$ cat config.mk
export PLATFORM = sky130hd
export DESIGN_NAME = tdm_demux4
export DESIGN_NICKNAME = d
export VERILOG_FILES = /design/src/rtl/tdm_pkg.sv /design/src/rtl/tdm_slot_ctr.sv /design/src/rtl/tdm_demux4.sv
export SDC_FILE = /design/constraint.sdc
export NUM_CORES = 1
export LEC_CHECK = 0
export CORE_ASPECT_RATIO = 0.6
export CORE_MARGIN = 4
export CORE_UTILIZATION = 40
export DETAILED_ROUTE_END_ITERATION = 10
export PLACE_DENSITY = 0.65
export REMOVE_ABC_BUFFERS = 1
export SLEW_MARGIN = 0
export SYNTH_ARGS = -nofsm -noshare
export SYNTH_HDL_FRONTEND = slang
export SYNTH_SLANG_ARGS = --single-unit
$ cat constraint.sdc
create_clock -name clk -period 2.3 [get_ports clk]
set_input_delay 0.345 -clock clk [delete_from_list [all_inputs] [get_ports clk]]
set_output_delay 0.345 -clock clk [all_outputs]
set_load 0.03 [all_outputs]
$ cat src/rtl/tdm_pkg.sv
// Shared types and constants for the four-channel TDM demultiplexer.
package tdm_pkg;

    localparam int NUM_CH = 4;

    typedef logic [1:0] slot_t;

    typedef enum logic {
        HUNT,
        LOCK
    } state_t;

endpackage

$ cat src/rtl/tdm_slot_ctr.sv
// Two-bit slot counter for the TDM demultiplexer: wraps mod 4, can be forced to slot 1.
module tdm_slot_ctr
    import tdm_pkg::*;
(
    input  logic  clk,
    input  logic  rst,
    input  logic  inc,
    input  logic  load1,
    output slot_t slot,
    output logic  last
);

    // load1 wins over inc: a new frame's ch0 word always leaves the counter at slot 1
    always_ff @(posedge clk or posedge rst) begin
        if (rst) begin
            slot <= '0;
        end else if (load1) begin
            slot <= 2'd1;
        end else if (inc) begin
            slot <= slot + 2'd1;
        end
    end

    assign last = (slot == 2'd3);

endmodule

$ cat src/rtl/tdm_demux4.sv
// Four-channel TDM demultiplexer: HUNT/LOCK framing FSM, per-channel hold and output registers.
// Optional even-parity checking on din is enabled by defining TDM_DEMUX_PARITY_EN.
module tdm_demux4
    import tdm_pkg::*;
#(
    parameter int WIDTH = 8
) (
    input  logic             clk,
    input  logic             rst,
    input  logic [WIDTH-1:0] din,
    input  logic             din_valid,
    input  logic             frame_sync,
`ifdef TDM_DEMUX_PARITY_EN
    input  logic             din_par,
    output logic             par_err,
`endif
    output logic [WIDTH-1:0] y0,
    output logic [WIDTH-1:0] y1,
    output logic [WIDTH-1:0] y2,
    output logic [WIDTH-1:0] y3,
    output logic             out_valid,
    output logic             locked,
    output logic             sync_err
);

    state_t           state;
    state_t           state_next;
    slot_t            slot;
    logic             last;
    logic             ctr_inc;
    logic             ctr_load;
    logic             start_frame;
    logic             complete;
    logic             misalign;
    logic             publish;
    slot_t            write_slot;
    logic             write_en;
    logic [WIDTH-1:0] hold [NUM_CH-1];

`ifdef TDM_DEMUX_PARITY_EN
    logic             bad_now;
    logic             frame_bad;
    logic             frame_bad_next;
`endif

    tdm_slot_ctr u_slot_ctr (
        .clk   (clk),
        .rst   (rst),
        .inc   (ctr_inc),
        .load1 (ctr_load),
        .slot  (slot),
        .last  (last)
    );

    // Framing decisions; slot 3 has no hold register because din goes straight to y3
    always_comb begin
        state_next  = state;
        ctr_inc     = 1'b0;
        ctr_load    = 1'b0;
        start_frame = 1'b0;
        complete    = 1'b0;
        misalign    = 1'b0;
        case (state)
            HUNT: begin
                if (din_valid && frame_sync) begin
                    start_frame = 1'b1;
                    ctr_load    = 1'b1;
                    state_next  = LOCK;
                end
            end
            LOCK: begin
                if (din_valid) begin
                    if (frame_sync && (slot != 2'd0)) begin
                        misalign    = 1'b1;
                        start_frame = 1'b1;
                        ctr_load    = 1'b1;
                    end else begin
                        ctr_inc  = 1'b1;
                        complete = last;
                    end
                end
            end
            default: state_next = HUNT;
        endcase
        write_en   = start_frame | ctr_inc;
        write_slot = start_frame ? 2'd0 : slot;
    end

`ifdef TDM_DEMUX_PARITY_EN
    // A bad word poisons the rest of its frame; a fresh ch0 word starts a clean frame
    always_comb begin
        bad_now        = (state == LOCK) && din_valid && (din_par != ^din);
        frame_bad_next = frame_bad;
        if (start_frame || complete) begin
            frame_bad_next = 1'b0;
        end
        if (bad_now && !complete) begin
            frame_bad_next = 1'b1;
        end
        publish = complete && !frame_bad && !bad_now;
    end
`else
    assign publish = complete;
`endif

    assign locked = (state == LOCK);

    always_ff @(posedge clk or posedge rst) begin
        if (rst) begin
            state     <= HUNT;
            out_valid <= 1'b0;
            sync_err  <= 1'b0;
            hold[0]   <= '0;
            hold[1]   <= '0;
            hold[2]   <= '0;
            y0        <= '0;
            y1        <= '0;
            y2        <= '0;
            y3        <= '0;
        end else begin
            state     <= state_next;
            out_valid <= publish;
            sync_err  <= misalign;
            if (write_en) begin
                case (write_slot)
                    2'd0:    hold[0] <= din;
                    2'd1:    hold[1] <= din;
                    2'd2:    hold[2] <= din;
                    default: ;
                endcase
            end
            if (publish) begin
                y0 <= hold[0];
                y1 <= hold[1];
                y2 <= hold[2];
                y3 <= din;
            end
        end
    end

`ifdef TDM_DEMUX_PARITY_EN
    always_ff @(posedge clk or posedge rst) begin
        if (rst) begin
            par_err   <= 1'b0;
            frame_bad <= 1'b0;
        end else begin
            par_err   <= bad_now;
            frame_bad <= frame_bad_next;
        end
    end
`endif

endmodule

---- Word-level counts from Yosys, hierarchy flattened ----
Index checks and enable logic that the tools add are counted.
storage, ports and cells
  logic and storage cells ................. 40
  flip-flop bits (word level) ............. 61
cells by class
  reductions and logical operators ........ 8
  equality and inequality tests ........... 3
  mux-type cells .......................... 15
  bitwise operators ....................... 2
  add/subtract/negate cells ............... 1
operator list
  operator             number
  $mux 1               11
  $mux 2               3
  $reduce_and 2->1     3
  $eq 2x2->1 const B   2
  $reduce_bool 2->1    2
  $add 2x1->2 const B  1
  $eq 2x1->1 const B   1
  $logic_and 1x1->1    2
  $logic_not 2->1      1
  $pmux 1 s2           1
  $not 1->1            1
  $or 1x1->1           1

---- Logic depth before layout (Yosys ltp) ----
Gate-level depths: netlist of the first run.
  depth in word-level cells ............... 8
  depth in mapped cells ................... 7
  depth with buffers taken out ............ 6

---- Hierarchy ----
From an unflattened synthesis of the first run, not the netlist that was laid out.
second synthesis, totals
  cells, all modules ...................... 140
  area, all modules ....................... 2497.4 µm²
modules (own cells, without submodules)
  module        times used  area each (µm²)  cells an instance  seq. area each (µm²)
  tdm_demux4    1           2402.3           132                1476.4
  tdm_slot_ctr  1           95.1             8                  50.0

---- Worst setup path after synthesis of the first run ----
No wires, ideal clock.
  path kind ............................... reg2reg
  start point ............................. register u_slot_ctr.slot[1]
  end point ............................... register y0[0]
  data arrival time ....................... 1620 ps
  cell stages (with the launch flop) ...... 8
  required time ........................... 2175 ps
  setup time .............................. 125 ps
  setup slack ............................. 555 ps
  cell sequence ........................... dfrtp_1 -> inv_1 -> ha_1 -> nand2b_1 -> nand3_1 -> inv_1 -> buf_2 -> mux2_2
between the ends
  word-level cells in the longest chain between the ends .. 5
RTL lines
  element                 RTL line            source
  start, declared         tdm_slot_ctr.sv:9   output slot_t slot,
  start signal, assigned  tdm_slot_ctr.sv:20  slot <= slot + 2'd1;
  $reduce_bool 2->1       tdm_demux4.sv:73    if (frame_sync && (slot != 2'd0)) begin
  $logic_and 1x1->1       tdm_demux4.sv:73
  $mux 1 *                tdm_demux4.sv:73
  $mux 1 *                tdm_demux4.sv:72    if (din_valid) begin
  $mux 1 *                tdm_demux4.sv:63    case (state)
  named net complete      tdm_demux4.sv:33    logic complete;
  end signal, assigned    tdm_demux4.sv:133   y0 <= hold[0];
  end, declared           tdm_demux4.sv:17    output logic [WIDTH-1:0] y0,
Mark *: on every way through the listed nets, which the timed path passes. The rest lies on a longest branch.
A chain may end at the register's enable or synchronous reset.

---- Worst setup path after layout of the first run ----
  start point ............................. register u_slot_ctr.slot[1]
  end point ............................... register y0[7]
between the ends
  word-level cells in the longest chain between the ends .. 5
RTL lines
  element            RTL line
  $reduce_bool 2->1  tdm_demux4.sv:73
  $logic_and 1x1->1  tdm_demux4.sv:73
  $mux 1 *           tdm_demux4.sv:73
  $mux 1 *           tdm_demux4.sv:72
  $mux 1 *           tdm_demux4.sv:63
Mark *: on every way between the ends. The rest lies on a longest branch, timed or not.

==> results of run 1 <==
## placed cells by master, fill, tap and decap left out, drive strengths merged
cell type and instances:
dfrtp 61, clkinv 2, nand2b 1, nand2 1, a32o 1, nor4 2
a21boi 1, ha 2, clkdlybuf4s50 46, o21ai 4, buf 4, and2 1
a21o 1, mux2 56, clkbuf 13, inv 4, nor2 1, nand3 1
nor2b 1, nor3b 1
## power by group
part	internal, uW	switching, uW	total (uW)	leakage, uW
registers	1580	281	1860	0.000738
clock network	412	360	772	0.0000833
logic	972	987	1960	0.000506
## area by class of cell
class	count	share of cell area (%)
Clock buffer	13	4.820
Clock inverter	2	0.3240
Inverter	4	0.4860
Multi-Input combinational cell	74	25.44
Sequential cell	61	49.41
Tap cell	80	3.240
Timing Repair Buffer	50	16.28
## critical path, stage by stage, from the launching register on
cell and delay (ps):
dfrtp_1 450, inv_1 160, ha_1 200, nand2b_1 180, nand3_1 130, inv_1 380
mux2_2 400
## stage by stage
step | total power [uW] | util [%]
floorplan | 3049 | -
global placement | 3778 | 52.11
detailed placement | 3864 | 52.11
CTS | 4656 | 54.94
global route | 4857 | 54.94
finish | 4595 | 54.94
## flip-flops by register name (all words and copies together) (netlist names)
name / count
hold: 24
y0: 8
y1: 8
y2: 8
y3: 8
u_slot_ctr.slot: 2
locked: 1
out_valid: 1
sync_err: 1
## final timing paths
path / startpoint / to / slack [ps] / cells past startpoint
setup / recovery: u_slot_ctr.slot[1] / y0[7] / 280 / 6
hold / removal: rst / y0[3] / 410 / 2
setup reg to reg: u_slot_ctr.slot[1] / y0[7] / 280 / 6
hold reg to reg: hold[17] / hold[17] / 500 / 1
max in group asynchronous: rst / y2[6] / 1290 / 3
min in group clk: hold[17] / hold[17] / 500 / 1
## metal layers
| metal | up-vias | global-route usage (%) | share of wire [%] |
|---|---|---|---|
| li1 | 615 | - | - |
| met1 | 688 | 17.53 | 46 |
| met2 | 41 | 21.39 | 46 |
| met3 | 4 | 8.309 | 7.2 |
| met4 | 0 | 4.625 | 0.60 |
| met5 | - | 0 | 0 |
## cells by family after synthesis
logic type,after synthesis,synth area share [%]
flip-flops,61,65.17
AO/OA/AOI/OAI,7,2.083
adder cells (fa/ha/maj),2,1.068
AND/OR/NAND/NOR,9,3.472
multiplexers,56,26.92
buffers and inverters,7,1.282
==> results.toml, run 1 <==
[run_status]
status = "complete, no violations"

[layout]
ff_latch_area_um2 = 1526
drive_gt1_share_pct = 37.75
final_nets = 214
post-route-cell-area_um2 = 3089
multiInputGateArea_um2 = 785.8
final_cell_count_no_fill = 284
area_growth_pct = 31.89
fillers = 485
antenna_cells = 0

[timing]
final_hold_viol_count = 0
setup_slack_ps = 280.6
maxSlewViolCount = 0
setup_viol = 0
rsz0062_at_grt = "false"
whs_ps = 414.9
min_period_ps = 2019
worst_clock_skew_ps = 6.153
max_slew_margin_pct = 59.17
clock.fmax_ghz = 0.4952
period_share_pct = 87.80
fin_setup_tns_ps = 0
worst_slew_pin_slew_ps = 611.5

[die]
start_util_pct = 41.66
rows = 21
chipWidth_um = 106.8
ios = 47
die-height_um = 67.28
core_um2 = 5623
die-area_um2 = 7184

[logic_synthesis]
synthTopCellsByArea = "dfrtp_1, mux2_2, nor4_4"
synth.most_common_cell = "dfrtp_1"
seq_area_frac_synth_pct = 65.17
synth_top_area_cell = "dfrtp_1"
synth.avg_cell_area_um2 = 16.49
synthFlopType = "dfrtp_1"
synth_edf_count = 0
ys_types = 19
async_reset_ff_share_pct = 100.0
synthesis.area_um2 = 2342
synth_common_cells = "dfrtp_1, mux2_2, buf_2, inv_1, o21ai_0"
ys_ff_latch = 61
netlist.area_leader.share_pct = 65.17
yosys_warnings = 0
syn-instance-count = 142

[drt]
wl_um = 4527
dr.pass1.iters = 4
vias = 1348
wl_per_cell_um = 15.94
routed_via_density = 4.746
drc = 0
drtIter0Drc = 29
ant_nets = 0

[setup_path]
worstSetupPathType = "register to register"
end_kind = "register"
startpoint_type = "register"
cp.required_ps = 2500
worstPathArrival_ps = 2220
cp_max_fo = 12

[placed_design]
post-dp-hpwl_um = 3125
io_buffer_count = 46
place_ws_ps = 186.3
place_area_um2 = 2930
place_inst = 269
place.gp.congestion = 0.8763

[clocking]
hold_buffers = 0
post_cts_resized = 0
clk_latency_ps = 320
cts_tree = "built"
cts_sinks = 61
clockBufferDepth = 2
clkTransAtPathRegs_ps = 60
cts_max_level = 3
root_buffer = "clkbuf_8"
cts_setup_buffers = 0
cts_buffers = 9

[power_and_ir_drop]
ir_worst_vdd_mv = 0.6638
p_leak_uw = 0.001327
p_per_area_nw_per_um2 = 1488

[flow_run]
cap_violations = 0

[grt]
grt_pass1_vias = 1461
antenna_found_initial = 0
grt_pass1_wl_um = 7541
grt.total_usage_pct = 14.30
overflow = 0
grt_start_max_net_pins = 34

[worst_hold_path]
hold_class = "input port to asynchronous set/reset pin"
(Power assumes the default switching activity.)
==> inputs of run 2 (changes only) <==
PLACE_DENSITY = 0.64   (was 0.65)
SYNTH_HIERARCHICAL = 1   (was unset)
==> results.toml, run 2 <==
[logic_synthesis]
synthesis.area_um2 = 2497
synthTopCellsByArea = "dfrtp_1, mux2_4, mux2_2"
yosys_warnings = 6
ys_ff_latch = 61
synthFlopType = "dfrtp_1"
synth-xor-area-share_pct = 0.3507
syn-instance-count = 140
synth.avg_cell_area_um2 = 17.84
synth_edf_count = 0
async_reset_ff_share_pct = 100.0
ys_types = 17
synth_mux_area_share_pct = 30.01
synth_top_area_cell = "dfrtp_1"
seq_area_frac_synth_pct = 61.12
netlist.area_leader.share_pct = 61.12
yosys.area_share.simple_pct = 4.158
synthAdderAreaFrac_pct = 0.5010
synth_compound_area_share_pct = 0.7014
synth_common_cells = "dfrtp_1, mux2_4, mux2_2, buf_12, nor2_1"
synth.most_common_cell = "dfrtp_1"
synth_top_family_by_area = "multiplexers"

[setup_path]
cp.required_ps = 1960
cp_top_family = "buffers and inverters"
crit_path_max_incr_delay_ps = 700
worstSetupPathType = "register to output port"
startpoint_type = "register"
cp_max_fo = 5
rr_startpoint = "u_slot_ctr/slot[0]"
end_kind = "output port"
worstPathArrival_ps = 1430
crit_buf_inv = 1
critPathSlowestCell = "clkdlybuf4s50_1"
critPathLaunch = "locked"
crit_chain = "clkdlybuf4s50_1"

[timing]
final_hold_viol_count = 0
maxSlewViolCount = 0
setup_viol = 0
worst_slew_pin_slew_ps = 400.6
worst_clock_skew_ps = 4.470
min_period_ps = 1773
period_share_pct = 77.08
rsz0062_at_grt = "false"
max_slew_margin_pct = 73.30
fin_setup_tns_ps = 0
clock.fmax_ghz = 0.5641

[layout]
top_register = "hold"
largest_register_ffs = 24
final_common_cell = "dfrtp_1"
final_nets = 214
ff_latch_area_um2 = 1526
fillers = 462
area_growth_pct = 32.01
antenna_cells = 0
multiInputGateArea_um2 = 892.1
post-route-cell-area_um2 = 3297
final_cell_mix = "dfrtp_1, clkdlybuf4s50_1, mux2_4"
drive_gt1_share_pct = 41.26

[power_and_ir_drop]
p_leak_uw = 0.001452
clock_power_share_pct = 21.0
ir_worst_vdd_mv = 0.7152
p_int_uw = 3374
p_per_area_nw_per_um2 = 1537
power_frac_seq_pct = 36.9
pwr-share-comb_pct = 42.1
switching_share_pct = 33.42
power_switching_uw = 1694

[die]
chipWidth_um = 110.0
die-area_um2 = 7613
ios = 47
rows = 21
core_um2 = 5807
start_util_pct = 43.01
die-height_um = 69.21

[flow_run]
cap_violations = 0

[clocking]
clk_latency_ps = 330
post_cts_resized = 0
cts_buffers = 9
cts_sinks = 61
clkTransAtPathRegs_ps = 60
clockBufferDepth = 2
cts_tree = "built"
cts_setup_buffers = 0
cts_max_level = 3
hold_buffers = 0
root_buffer = "clkbuf_8"

[grt]
overflow = 0
grt_pass1_wl_um = 8052
grt_pass1_vias = 1523
grt_start_max_net_pins = 33
antenna_found_initial = 0
grt.total_usage_pct = 13.96

[run_status]
status = "complete, no violations"

[placed_design]
post-dp-hpwl_um = 3215
place.gp.congestion = 0.8578
io_buffer_count = 46
place_area_um2 = 3072

[drt]
drc = 0
wl_um = 4770
drtIter0Drc = 24
ant_nets = 0
vias = 1355
dr.pass1.iters = 3
routed_via_density = 4.738
wl_per_cell_um = 16.68

[worst_hold_path]
hold_class = "input port to asynchronous set/reset pin"
-- run 2: cell types whose count changed after synthesis, sizes merged, moves of 2 or more --
cell / change
nor4b: +2
nor4: -2
nor2: +2
inv: -2
o21ai: -2
-- run 2: power groups by stage --
| stage | sequential [uW] | combinational (uW) | clock (uW) |
|---|---|---|---|
| after floorplan | 2400 | 791 | 0 |
| after global placement | 1860 | 2120 | 0 |
| after detailed placement | 1880 | 2150 | 0 |
| after CTS | 1870 | 2160 | 1090 |
| after global routing | 1940 | 2260 | 1140 |
| final | 1870 | 2130 | 1060 |
-- run 2: logic make-up after synthesis --
logic type               Yosys count
adder cells (fa/ha/maj)            1
AND/OR/NAND/NOR                   12
AO/OA/AOI/OAI                      2
buffers and inverters              6
XOR/XNOR                           1
multiplexers                      57
flip-flops                        61
-- run 2: area by class of cell --
class                      count  share of cell area, %
tap                           80                  3.036
clock inverter                 4                  2.125
clock buffer                  12                  4.706
multi-input combinational     73                  27.06
sequential                    61                  46.30
inverter                       2                 0.2277
timing repair buffer          54                  16.55
-- run 2: final timing paths --
| kind | endpoint | slack [ps] | cells past startpoint |
|---|---|---|---|
| worst max register to register | y3[0] | 570 | 4 |
| worst max-delay path | locked | 530 | 1 |
| min in group clk | y1[1] | 500 | 1 |
| worst min-delay path | u_slot_ctr/slot[1] | 230 | 2 |
| worst min register to register | y1[1] | 500 | 1 |
| max in group asynchronous | y0[1] | 1560 | 3 |
-- run 2: per-layer routing --
metal	share of wire [%]	wire (um)	vias to the layer above	GRT usage [%]
li1	-	-	613	-
met1	47	2229	684	18.48
met2	44	2076	45	19.35
met3	6.9	331	13	6.791
met4	2.8	133	0	5.809
met5	0	0	-	0
-- run 2: per-stage QoR --
| step | cells | setup WS [ps] | hold slack, ps | util, % | total power (uW) |
|---|---|---|---|---|---|
| after floorplan | 136 | 498.7 | 86.18 | - | 3188 |
| after global placement | 270 | 333.5 | 484.1 | 52.90 | 3980 |
| after detailed placement | 270 | 257.0 | 487.3 | 52.90 | 4031 |
| after CTS | 286 | 505.0 | 208.3 | 56.78 | 5131 |
| after global routing | 286 | 477.3 | 217.1 | 56.78 | 5335 |
| final | 286 | 527.2 | 226.4 | 56.78 | 5068 |
